[config.mk]
export PLATFORM = sky130hd
export DESIGN_NAME = atm_terminal_arbiter
export DESIGN_NICKNAME = d
export VERILOG_FILES = /design/src/rtl/atm_terminal_arbiter.sv
export SDC_FILE = /design/constraint.sdc
export NUM_CORES = 1
export LEC_CHECK = 0
export ABC_AREA = 1
export BUFFER_PORTS_ARGS = -buffer_cell sky130_fd_sc_hd__buf_2
export CAP_MARGIN = 10
export CORE_AREA = 4 4 169 171
export DETAILED_ROUTE_END_ITERATION = 10
export DIE_AREA = 0 0 173 175
export GPL_ROUTABILITY_DRIVEN = 0
export PLACE_DENSITY = 0.51
export SLEW_MARGIN = 20
export SYNTH_ARGS = -nofsm -noshare
export SYNTH_HDL_FRONTEND = slang
export SYNTH_SLANG_ARGS = --single-unit
[constraint.sdc]
create_clock -name clk -period 2.1 [get_ports clk]
set_input_delay 0.42 -clock clk [delete_from_list [all_inputs] [get_ports clk]]
set_output_delay 0.42 -clock clk [all_outputs]
set_load 0.01 [all_outputs]
[src/rtl/atm_terminal_arbiter.sv]
// atm_terminal_arbiter
//   Shares one ATM transaction engine among N_TERM card terminals. A
//   round-robin arbiter picks one requesting terminal, latches its request
//   fields, pulses the engine start, waits for the engine result (guarded by a
//   watchdog), and returns the result to the winning terminal only.
//
// Ports
//   clk, rst                 clock, synchronous active-high reset
//   req / req_*              per-terminal request and packed request fields
//   gnt                      one-hot grant, held from grant through the response cycle
//   rsp_valid                one-cycle pulse to the granted terminal
//   rsp_success/balance/timeout  result, valid with rsp_valid
//   busy                     high whenever a transaction is in progress
//   eng_start, eng_*         start pulse and latched request fields to the engine
//   eng_done/success/balance engine result, sampled only while waiting
//
// state | meaning
// IDLE  | no transaction, arbitrate among requesters
// ISSUE | engine start pulse, watchdog cleared
// WAIT  | waiting for eng_done or watchdog expiry
// RESP  | rsp_valid to winner, pointer advances to winner
module atm_terminal_arbiter #(
  parameter int N_TERM  = 4,
  parameter int TIMEOUT = 16
) (
  input  logic                 clk,
  input  logic                 rst,
  input  logic [N_TERM-1:0]    req,
  input  logic [3*N_TERM-1:0]  req_op,
  input  logic [4*N_TERM-1:0]  req_acc,
  input  logic [16*N_TERM-1:0] req_pin,
  input  logic [16*N_TERM-1:0] req_newpin,
  input  logic [32*N_TERM-1:0] req_amount,
  output logic [N_TERM-1:0]    gnt,
  output logic [N_TERM-1:0]    rsp_valid,
  output logic                 rsp_success,
  output logic [31:0]          rsp_balance,
  output logic                 rsp_timeout,
  output logic                 busy,
  output logic                 eng_start,
  output logic [2:0]           eng_op,
  output logic [3:0]           eng_acc,
  output logic [15:0]          eng_pin,
  output logic [15:0]          eng_newpin,
  output logic [31:0]          eng_amount,
  input  logic                 eng_done,
  input  logic                 eng_success,
  input  logic [31:0]          eng_balance
);

  localparam int IW = $clog2(N_TERM);
  localparam int CW = $clog2(TIMEOUT + 1);

  typedef enum logic [1:0] {S_IDLE, S_ISSUE, S_WAIT, S_RESP} state_t;

  state_t            state_q, state_d;
  logic [IW-1:0]     ptr_q, ptr_d;
  logic [IW-1:0]     idx_q, idx_d;
  logic [CW-1:0]     cnt_q, cnt_d;
  logic [N_TERM-1:0] gnt_q, gnt_d;
  logic [2:0]        op_q, op_d;
  logic [3:0]        acc_q, acc_d;
  logic [15:0]       pin_q, pin_d;
  logic [15:0]       newpin_q, newpin_d;
  logic [31:0]       amt_q, amt_d;
  logic              succ_q, succ_d;
  logic [31:0]       bal_q, bal_d;
  logic              to_q, to_d;

  logic              win_found;
  logic [IW-1:0]     win_idx;
  logic [IW-1:0]     cand;
  logic [2:0]        sel_op;
  logic [3:0]        sel_acc;
  logic [15:0]       sel_pin;
  logic [15:0]       sel_newpin;
  logic [31:0]       sel_amt;

  // Search starts one past the last winner and wraps, so the last winner
  // is considered last.
  always_comb begin
    win_found = 1'b0;
    win_idx   = '0;
    cand      = '0;
    for (int off = 1; off <= N_TERM; off++) begin
      cand = IW'((int'(ptr_q) + off) % N_TERM);
      if (!win_found && req[cand]) begin
        win_found = 1'b1;
        win_idx   = cand;
      end
    end
  end

  // Field mux with constant slice bases.
  always_comb begin
    sel_op     = '0;
    sel_acc    = '0;
    sel_pin    = '0;
    sel_newpin = '0;
    sel_amt    = '0;
    for (int i = 0; i < N_TERM; i++) begin
      if (win_idx == IW'(i)) begin
        sel_op     = req_op[3*i +: 3];
        sel_acc    = req_acc[4*i +: 4];
        sel_pin    = req_pin[16*i +: 16];
        sel_newpin = req_newpin[16*i +: 16];
        sel_amt    = req_amount[32*i +: 32];
      end
    end
  end

  always_comb begin
    state_d  = state_q;
    ptr_d    = ptr_q;
    idx_d    = idx_q;
    cnt_d    = cnt_q;
    gnt_d    = gnt_q;
    op_d     = op_q;
    acc_d    = acc_q;
    pin_d    = pin_q;
    newpin_d = newpin_q;
    amt_d    = amt_q;
    succ_d   = succ_q;
    bal_d    = bal_q;
    to_d     = to_q;
    unique case (state_q)
      S_IDLE: begin
        if (win_found) begin
          state_d        = S_ISSUE;
          idx_d          = win_idx;
          gnt_d          = '0;
          gnt_d[win_idx] = 1'b1;
          op_d           = sel_op;
          acc_d          = sel_acc;
          pin_d          = sel_pin;
          newpin_d       = sel_newpin;
          amt_d          = sel_amt;
        end
      end
      S_ISSUE: begin
        cnt_d   = '0;
        state_d = S_WAIT;
      end
      S_WAIT: begin
        // A done on the final watchdog cycle still counts as a real result.
        if (eng_done) begin
          succ_d  = eng_success;
          bal_d   = eng_balance;
          to_d    = 1'b0;
          state_d = S_RESP;
        end else if (cnt_q == CW'(TIMEOUT - 1)) begin
          succ_d  = 1'b0;
          bal_d   = '0;
          to_d    = 1'b1;
          state_d = S_RESP;
        end else begin
          cnt_d = cnt_q + 1'b1;
        end
      end
      S_RESP: begin
        ptr_d   = idx_q;
        gnt_d   = '0;
        state_d = S_IDLE;
      end
      default: state_d = S_IDLE;
    endcase
  end

  always_ff @(posedge clk) begin
    if (rst) begin
      state_q  <= S_IDLE;
      ptr_q    <= IW'(N_TERM - 1);
      idx_q    <= '0;
      cnt_q    <= '0;
      gnt_q    <= '0;
      op_q     <= '0;
      acc_q    <= '0;
      pin_q    <= '0;
      newpin_q <= '0;
      amt_q    <= '0;
      succ_q   <= 1'b0;
      bal_q    <= '0;
      to_q     <= 1'b0;
    end else begin
      state_q  <= state_d;
      ptr_q    <= ptr_d;
      idx_q    <= idx_d;
      cnt_q    <= cnt_d;
      gnt_q    <= gnt_d;
      op_q     <= op_d;
      acc_q    <= acc_d;
      pin_q    <= pin_d;
      newpin_q <= newpin_d;
      amt_q    <= amt_d;
      succ_q   <= succ_d;
      bal_q    <= bal_d;
      to_q     <= to_d;
    end
  end

  assign gnt         = gnt_q;
  assign rsp_valid   = (state_q == S_RESP) ? gnt_q : '0;
  assign rsp_success = succ_q;
  assign rsp_balance = bal_q;
  assign rsp_timeout = to_q;
  assign busy        = (state_q != S_IDLE);
  assign eng_start   = (state_q == S_ISSUE);
  assign eng_op      = op_q;
  assign eng_acc     = acc_q;
  assign eng_pin     = pin_q;
  assign eng_newpin  = newpin_q;
  assign eng_amount  = amt_q;

endmodule

==> flow_metrics.env, run 1 <==
export IMPL_clk_pin_slew_ns=0.06
export IMPL_synth_nets=1407
export IMPL_seqPwrFrac_pct=18.1
export IMPL_sw_frac_of_total_pct=45.6
export IMPL_nFillCells=2939
export IMPL_crit_type="reg -> reg"
export IMPL_crit_fanout=17
export IMPL_cts_sinks=120
export IMPL_cp_end_kind="flop"
export IMPL_grt_pass1_wl_um=46500
export IMPL_path_buf_inv=5
export IMPL_drive_gt1_share_pct=42.0
export IMPL_rsz0062_at_grt="yes"
export IMPL_fp_dieH_um=175
export IMPL_wl_per_cell_um=16.9
export IMPL_power_total_mw=18.2
export IMPL_fp_dieW_um=173
export IMPL_synth_top_area_share_pct=35.5
export IMPL_ys_seq_elements=120
export IMPL_min_period_over_period_pct=99.8
export IMPL_maxCapViolCount=0
export IMPL_grt_ovfl_total=0
export IMPL_io_buffers=438
export IMPL_htree_levels=4
export IMPL_first_pass_iters=7
export IMPL_fmax_mhz=477
export IMPL_cts_tree="done"
export IMPL_grt_pass1_vias=8304
export IMPL_seq_area_frac_synth_pct=35.5
export IMPL_core_area_um2=26900
export IMPL_p_per_area_nw_per_um2=1660
export IMPL_antenna_found_initial=5
export IMPL_drc_errors=0
export IMPL_hpwl_um=24000
export IMPL_wl_um=32100
export IMPL_synth_area_leader_cell="dfxtp_1"
export IMPL_p_comb_share_pct=64.1
export IMPL_ys_types=31
export IMPL_yosys_most_used_dff="dfxtp_1"
export IMPL_initial_core_util_pct=25.2
export IMPL_finalClockSkew_ns=0.0125
export IMPL_worstMarginPinSlew_ns=0.783
export IMPL_critPathMaxStageDelay_ns=0.32
export IMPL_postRouteAntennaNets=0
export IMPL_layout_nets=1869
export IMPL_track_usage_pct=19.4
export IMPL_required_ns=2.43
export IMPL_layout_common_cells="438 x buf_2, 396 x nand2_1, 118 x dfxtp_1"
export IMPL_via_per_inst=4.58
export IMPL_clock_latency_ns=0.41
export IMPL_hold_path_class="in -> reg"
export IMPL_avgSynthCellArea_um2=6.29
export IMPL_path_cells="buf_12, inv_8, nand2_2, nand2_2, nand2_2, a21boi_1, nand2_1, clkinv_2, nand2_8, nor2_4, buf_12, buf_6, nand2_1, nand4_1, nand2_1, a21oi_1"
export IMPL_cp_top_family="simple AND/OR/NAND/NOR gates"
export IMPL_cts_made_buffers=17
export IMPL_grt_max_degree=67
export IMPL_layout_commonest_cell="buf_2"
export IMPL_cts_root_buf="clkbuf_16"
export IMPL_internal_power_mw=9.87
export IMPL_clk_path_buf_depth=2
export IMPL_area_delta_synth_final_pct=62.1
export IMPL_synthTopCellsByArea="dfxtp_1 36%, nand2_1 23%, a21oi_1 6.9%"
export IMPL_clockPowerShare_pct=17.8
export IMPL_fp_row_count=60
export IMPL_slew_viol_final=0
export IMPL_top_level_ports=439
export IMPL_switching_power_mw=8.29
export IMPL_cp_arrival_ns=2.43
export IMPL_dieArea_um2=30300
export IMPL_start_kind="flop"
export IMPL_num_vias=8681
export IMPL_ys_warn_count=0
export IMPL_synthArstFlopShare_pct=0
export IMPL_fin_util_pct=40.8
export IMPL_ir_drop_uv=801
export IMPL_synth_cell_area_um2=6760
export IMPL_min_period_ns=2.10
export IMPL_synth_edf_count=0
export IMPL_hold_buffers=0
export IMPL_slew_headroom_pct=47.8
export IMPL_hold_viol=0
export IMPL_syn_inst=1076
export IMPL_setup_violations=0
export IMPL_status="finished, final reports clean"
export IMPL_slowest_stage="dfxtp_2"
export IMPL_power_leakage_nw=5.64
export IMPL_drtIter0Drc=421
final timing paths:
kind              slack, ns  cells after the start           start        endpoint
setup / recovery      0.003                     16        ptr_q[0]   eng_amount[4]
hold / removal         0.26                      3  eng_balance[0]  rsp_balance[0]
setup reg to reg      0.003                     16        ptr_q[0]   eng_amount[4]
hold reg to reg        0.46                      2  rsp_balance[5]  rsp_balance[5]
registers in the layout (all words and copies together) (netlist names):
register     count
ptr_q            2
eng_pin         16
gnt              4
rsp_timeout      1
eng_newpin      16
rsp_balance     32
state_q          2
eng_amount      32
eng_acc          4
cnt_q            5
eng_op           3
rsp_success      1
idx_q            2
final cells by class:
type,count,area (µm²),area share (%)
Inverter,71,300,2.74
Clock inverter,15,214,1.95
Antenna cell,5,12.5,0.114
Sequential cell,120,2410,22.0
Tap cell,341,427,3.89
Multi-Input combinational cell,816,3990,36.4
Clock buffer,17,425,3.88
Timing Repair Buffer,512,3180,29.0
Yosys cell counts, types with 8 or more instances:
master      n
nand3_1    77
inv_1      60
clkbuf_1   30
dfxtp_1   120
o21ai_1    15
buf_2      21
o21ai_0    89
inv_2       8
a21oi_1    93
nor2_1     71
nand2_1   409
nand2_2    18
nand4_1    14
metrics by stage:
stage	instances	hold slack, ns	setup slack (ns)	setup TNS [ns]	cell area, µm²
after floorplan	1076	0.433	0.237	0	6760
after global routing	1897	0.245	-0.151	-6.59	11000
after CTS	1882	0.231	-0.0190	-0.0298	10400
final	1897	0.259	0.00317	0	11000
after detailed placement	1845	0.449	-0.126	-4.60	9640
after global placement	1845	0.445	-0.104	-2.67	9640
metal layers:
layer | part of all wire (%) | global-route usage (%)
met5 | 0 | 0
met4 | 2.1 | 6.62
met3 | 6.2 | 4.93
met2 | 48 | 32.7
met1 | 44 | 24.3
cell families after synthesis:
group / Yosys count / share of synthesized area [%]
simple gates: 608 / 38.4
compound gates: 201 / 15.1
buf+inv: 140 / 9.77
flops: 120 / 35.5
fa+ha+maj: 7 / 1.30
power groups by stage:
stage / clock (mW) / sequential (mW) / combinational [mW]
2_1_floorplan: 0 / 3.58 / 5.63
3_3_place_gp: 0 / 3.31 / 9.90
3_5_place_dp: 0 / 3.32 / 9.95
4_1_cts: 3.30 / 3.29 / 10.5
5_1_grt: 3.41 / 3.37 / 12.8
6_report: 3.22 / 3.29 / 11.6
worst register-to-register path: cells and delay by family (launching register included):
family,cells,cell delay [ns]
AO/OA/AOI/OAI,2,0.26
buffers and inverters,5,0.66
flip-flops,1,0.32
AND/OR/NAND/NOR,9,0.78
what timing repair did:
item | 4_1_cts | 5_1_grt
gates resized for setup | 29 | 97
setup buffers | 3 | 3
pin swaps | 4 | 14
hold endpoints to repair | 0 | 0
endpoints found under the setup margin | 70 | 79
gates cloned | 2 | 7
Note: power is estimated with default switching activity, not from simulation.
==> run 2, diff against run 1 <==
CORE_AREA = 4 4 168 170   (was 4 4 169 171)
DIE_AREA = 0 0 172 174   (was 0 0 173 175)
PLACE_DENSITY = 0.52   (was 0.51)
clock period = 2.5 ns   (was 2.1 ns; I/O delays follow)
==> flow_metrics.env, run 2 (synthesis results as in run 1) <==
export IMPL_status="finished, final reports clean"
export IMPL_fp_dieH_um=174
export IMPL_min_period_ns=2.37
export IMPL_switching_power_mw=6.23
export IMPL_power_leakage_nw=5.25
export IMPL_area_delta_synth_final_pct=48.1
export IMPL_power_total_mw=13.2
export IMPL_p_per_area_nw_per_um2=1320
export IMPL_hold_viol=0
export IMPL_reg2reg_slack_ns=0.13
export IMPL_antenna_found_initial=2
export IMPL_core_area_um2=26700
export IMPL_seqPwrFrac_pct=21.0
export IMPL_clockPowerShare_pct=20.5
export IMPL_reg2reg_to="eng_newpin[7]"
export IMPL_layout_common_cells="438 x buf_2, 409 x nand2_1, 120 x dfxtp_1"
export IMPL_drive_gt1_share_pct=35.9
export IMPL_fp_dieW_um=172
export IMPL_layout_nets=1824
export IMPL_cp_end_kind="flop"
export IMPL_worst_slack_ns=0.125
export IMPL_grt_ovfl_total=0
export IMPL_clock_latency_ns=0.41
export IMPL_setup_violations=0
export IMPL_grt_pass1_vias=8058
export IMPL_wl_per_cell_um=16.6
export IMPL_drc_errors=0
export IMPL_htree_levels=4
export IMPL_sw_frac_of_total_pct=47.2
export IMPL_io_buffers=438
export IMPL_cts_root_buf="clkbuf_16"
export IMPL_maxCapViolCount=0
export IMPL_num_vias=8406
export IMPL_hold_buffers=0
export IMPL_dieArea_um2=29900
export IMPL_cts_made_buffers=17
export IMPL_crit_type="reg -> reg"
export IMPL_min_period_over_period_pct=95.0
export IMPL_first_pass_iters=5
export IMPL_dpl_worst_slack_ns=0.0622
export IMPL_track_usage_pct=19.4
export IMPL_cts_sinks=120
export IMPL_grt_pass1_wl_um=45200
export IMPL_cts_tree="done"
export IMPL_clk_pin_slew_ns=0.07
export IMPL_crit_fanout=41
export IMPL_internal_power_mw=6.96
export IMPL_finalClockSkew_ns=0.0135
export IMPL_min_to="rsp_balance[7]"
export IMPL_postRouteAntennaNets=0
export IMPL_cp_arrival_ns=2.66
export IMPL_initial_core_util_pct=25.3
export IMPL_fp_row_count=60
export IMPL_highest_layer="met5"
export IMPL_top_level_ports=439
export IMPL_reg2reg_from="ptr_q[0]"
export IMPL_required_ns=2.79
export IMPL_clk_path_buf_depth=2
export IMPL_drtIter0Drc=426
export IMPL_whs_path_depth=3
export IMPL_hold_path_class="in -> reg"
export IMPL_p_comb_share_pct=58.6
export IMPL_wl_met1_um=13000
export IMPL_hold_slack_ns=0.335
export IMPL_fmax_mhz=421
export IMPL_via_per_inst=4.55
export IMPL_ir_drop_uv=774
export IMPL_grt_max_degree=69
export IMPL_slew_headroom_pct=49.2
export IMPL_wl_um=30700
export IMPL_start_kind="flop"
export IMPL_layout_commonest_cell="buf_2"
export IMPL_worstMarginPinSlew_ns=0.762
export IMPL_slew_viol_final=0
export IMPL_route_met2_wl_um=15100
export IMPL_min_from="eng_balance[7]"
export IMPL_hpwl_um=23300
export IMPL_wl_met3_um=1880
export IMPL_worstRegToRegCells=16
==> run 2: cell count changes in the layout (fill, tap and decap cells not counted), sizes merged <==
cell    before  now
buf        505  466
inv         73   72
clkbuf      24   18
diode        5    2
clkinv       8    9
==> run 2: what timing repair did <==
item                       CTS  global route
buffers inserted             0             3
setup endpoints to repair    0            26
resized for setup            0             2
==> run 2: worst max path at each step <==
| stage | from | end | slack [ns] |
|---|---|---|---|
| 6_report | ptr_q[0] | eng_newpin[7] | 0.13 |
| 5_1_grt | ptr_q[0] | eng_amount[0] | -0.005 |
| 4_1_cts | ptr_q[0] | eng_newpin[7] | 0.10 |
| 3_5_place_dp | req[3] | eng_newpin[7] | 0.06 |
| 3_3_place_gp | req[3] | eng_newpin[7] | 0.07 |
| 2_1_floorplan | req[3] | eng_acc[3] | 0.62 |
==> run 2: stage by stage <==
stage | instances | utilization (%) | area (µm²) | setup TNS [ns]
3_5_place_dp | 1811 | 34.8 | 9310 | 0
6_report | 1849 | 37.5 | 10000 | 0
4_1_cts | 1843 | 37.2 | 9950 | 0
2_1_floorplan | 1076 | - | 6760 | 0
5_1_grt | 1848 | 37.5 | 10000 | -0.00453
3_3_place_gp | 1811 | 34.8 | 9310 | 0
==> run 2: cell type report <==
| class | instances | area, µm² |
|---|---|---|
| Fill cell | 2969 | 16700 |
| Multi-Input combinational cell | 816 | 3700 |
| Timing Repair Buffer | 467 | 2560 |
| Sequential cell | 120 | 2400 |
| Tap cell | 341 | 427 |
| Clock buffer | 17 | 425 |
| Inverter | 71 | 277 |
| Clock inverter | 15 | 215 |
| Antenna cell | 2 | 5.00 |
==> run 2: worst max-delay path, cell delays in order (launching register included) <==
cell and delay, ns:
dfxtp_1 0.39, buf_4 0.15, inv_6 0.05, nand2_1 0.05, nand2_1 0.07, nand2_1 0.09
nand2_2 0.09, nor2_4 0.13, nand4_2 0.11, nand2_4 0.16, buf_12 0.15, nor2_8 0.05
buf_12 0.17, nand2_1 0.14, nand2_1 0.06, a21oi_1 0.24, a21oi_1 0.10
==> run 2: per-layer routing <==
layer,GRT usage (%),vias to the layer above
met5,0,-
met3,4.03,43
li1,-,4280
met1,24.1,3778
met4,5.99,2
met2,33.3,303
==> run 2: power groups by stage <==
stage | clock network (mW) | logic, mW | registers (mW)
2_1_floorplan | 0 | 4.73 | 3.01
3_3_place_gp | 0 | 7.63 | 2.80
3_5_place_dp | 0 | 7.64 | 2.80
4_1_cts | 2.80 | 7.66 | 2.77
5_1_grt | 2.86 | 8.69 | 2.84
6_report | 2.70 | 7.73 | 2.77
==> run 3, diff against run 2 <==
clock period = 2.75 ns   (was 2.5 ns; I/O delays follow)
==> flow_metrics.env, run 3 (synthesis results as in run 1) <==
export IMPL_status="finished, final reports clean"
export IMPL_slew_viol_final=0
export IMPL_dpl_worst_slack_ns=0.117
export IMPL_cts_root_buf="clkbuf_16"
export IMPL_hold_slack_ns=0.383
export IMPL_clk_path_buf_depth=2
export IMPL_fp_dieW_um=172
export IMPL_clk_pin_slew_ns=0.07
export IMPL_rsz0062_at_grt="no"
export IMPL_track_usage_pct=19.1
export IMPL_cts_made_buffers=17
export IMPL_grt_pass1_vias=8091
export IMPL_cpMostUsedCell="nand2_1"
export IMPL_slew_headroom_pct=42.2
export IMPL_worst_slack_ns=0.242
export IMPL_finalClockSkew_ns=0.00893
export IMPL_cp_arrival_ns=2.85
export IMPL_start_kind="flop"
export IMPL_setup_violations=0
export IMPL_min_period_ns=2.51
export IMPL_top_level_ports=439
export IMPL_cts_sinks=120
export IMPL_layout_common_cells="438 x buf_2, 409 x nand2_1, 120 x dfxtp_1"
export IMPL_grt_max_degree=76
export IMPL_ir_drop_uv=508
export IMPL_crit_fanout=27
export IMPL_via_per_inst=4.53
export IMPL_worstMarginPinSlew_ns=0.866
export IMPL_hpwl_um=23300
export IMPL_fp_dieH_um=174
export IMPL_grt_ovfl_total=0
export IMPL_initial_core_util_pct=25.3
export IMPL_grt_pass1_wl_um=44900
export IMPL_nFillCells=2998
export IMPL_io_buffers=438
export IMPL_postRouteAntennaNets=0
export IMPL_crit_type="reg -> reg"
export IMPL_hold_viol=0
export IMPL_core_area_um2=26700
export IMPL_min_period_over_period_pct=91.2
export IMPL_drc_errors=0
export IMPL_path_cells="inv_2, nand2_1, nand2_1, nand2_1, nand2_2, nor2_4, nand3_4, inv_2, nor2_8, nor2_4, nand2_1, nand2_1, a21oi_1, a21oi_1"
export IMPL_layout_nets=1816
export IMPL_cp_end_kind="flop"
export IMPL_first_pass_iters=5
export IMPL_maxCapViolCount=0
export IMPL_wl_per_cell_um=16.6
export IMPL_hold_path_class="in -> reg"
export IMPL_fin_tns_setup_ns=0
export IMPL_layout_commonest_cell="buf_2"
export IMPL_required_ns=3.09
export IMPL_power_leakage_nw=5.16
export IMPL_slowest_stage="nor2_4"
export IMPL_hold_buffers=0
export IMPL_antenna_found_initial=2
export IMPL_area_delta_synth_final_pct=45.7
export IMPL_fp_row_count=60
export IMPL_p_per_area_nw_per_um2=1180
export IMPL_critPathMaxStageDelay_ns=0.69
export IMPL_clock_latency_ns=0.41
export IMPL_wl_um=30600
export IMPL_fmax_mhz=399
export IMPL_regArea_um2=2400
export IMPL_num_vias=8330
export IMPL_htree_levels=4
export IMPL_dieArea_um2=29900
export IMPL_post_cts_resized=0
export IMPL_multi_input_area_um2=3710
export IMPL_drtIter0Drc=436
export IMPL_cts_tree="done"
export IMPL_drive_gt1_share_pct=35.5
run 3: cell count changes in the layout (fill, tap and decap cells not counted), sizes merged, moves of 2 or more:
cell      change
buf           -8
clkinv        -6
inv           +6
bufinv        -2
clkinvlp      +2
run 3: layout make-up:
class	count	area share, %
Antenna cell	1	0.0254
Sequential cell	120	24.4
Multi-Input combinational cell	817	37.7
Timing Repair Buffer	458	24.7
Tap cell	341	4.33
Inverter	71	2.77
Clock buffer	17	4.32
Clock inverter	15	1.83
run 3: metrics by stage:
stage / utilization [%] / cells / power, mW / area [µm²]
2_1_floorplan: - / 1076 / 7.03 / 6760
3_3_place_gp: 34.6 / 1806 / 9.24 / 9230
3_5_place_dp: 34.6 / 1806 / 9.29 / 9230
4_1_cts: 36.8 / 1838 / 11.7 / 9840
5_1_grt: 36.9 / 1840 / 12.7 / 9850
6_report: 36.9 / 1840 / 11.6 / 9850
run 3: report_power, final:
part	leakage, nW	internal [mW]	switching, mW
Sequential	0.986	2.26	0.256
Combinational	3.88	2.31	4.44
Clock	0.290	1.38	0.962
run 3: path summary, 6_finish.rpt:
kind                   from             end  slack, ns  cells after the start
max                ptr_q[1]   eng_newpin[7]       0.24                     14
min          eng_balance[9]  rsp_balance[9]       0.38                      3
max reg2reg        ptr_q[1]   eng_newpin[7]       0.24                     14
min reg2reg  rsp_balance[4]  rsp_balance[4]       0.46                      2
run 3: repair_timing:
item,CTS,global route
buffers inserted,0,0
hold endpoints to repair,0,0
setup endpoints to repair,0,7
run 3: per-layer routing:
layer  GRT usage (%)  share of wire (%)
met1            24.4                 43
met2            32.0                 49
met3            4.62                6.6
met4            5.37                2.2
met5               0              0.043
run 3: worst max-delay path: cells and delay by family, from the launching register on:
kind                   cells  cell delay (ns)
and+or+nand+nor           10             1.52
DFF                        1             0.49
buffers and inverters      2             0.24
AOI/OAI and AO/OA          2             0.16
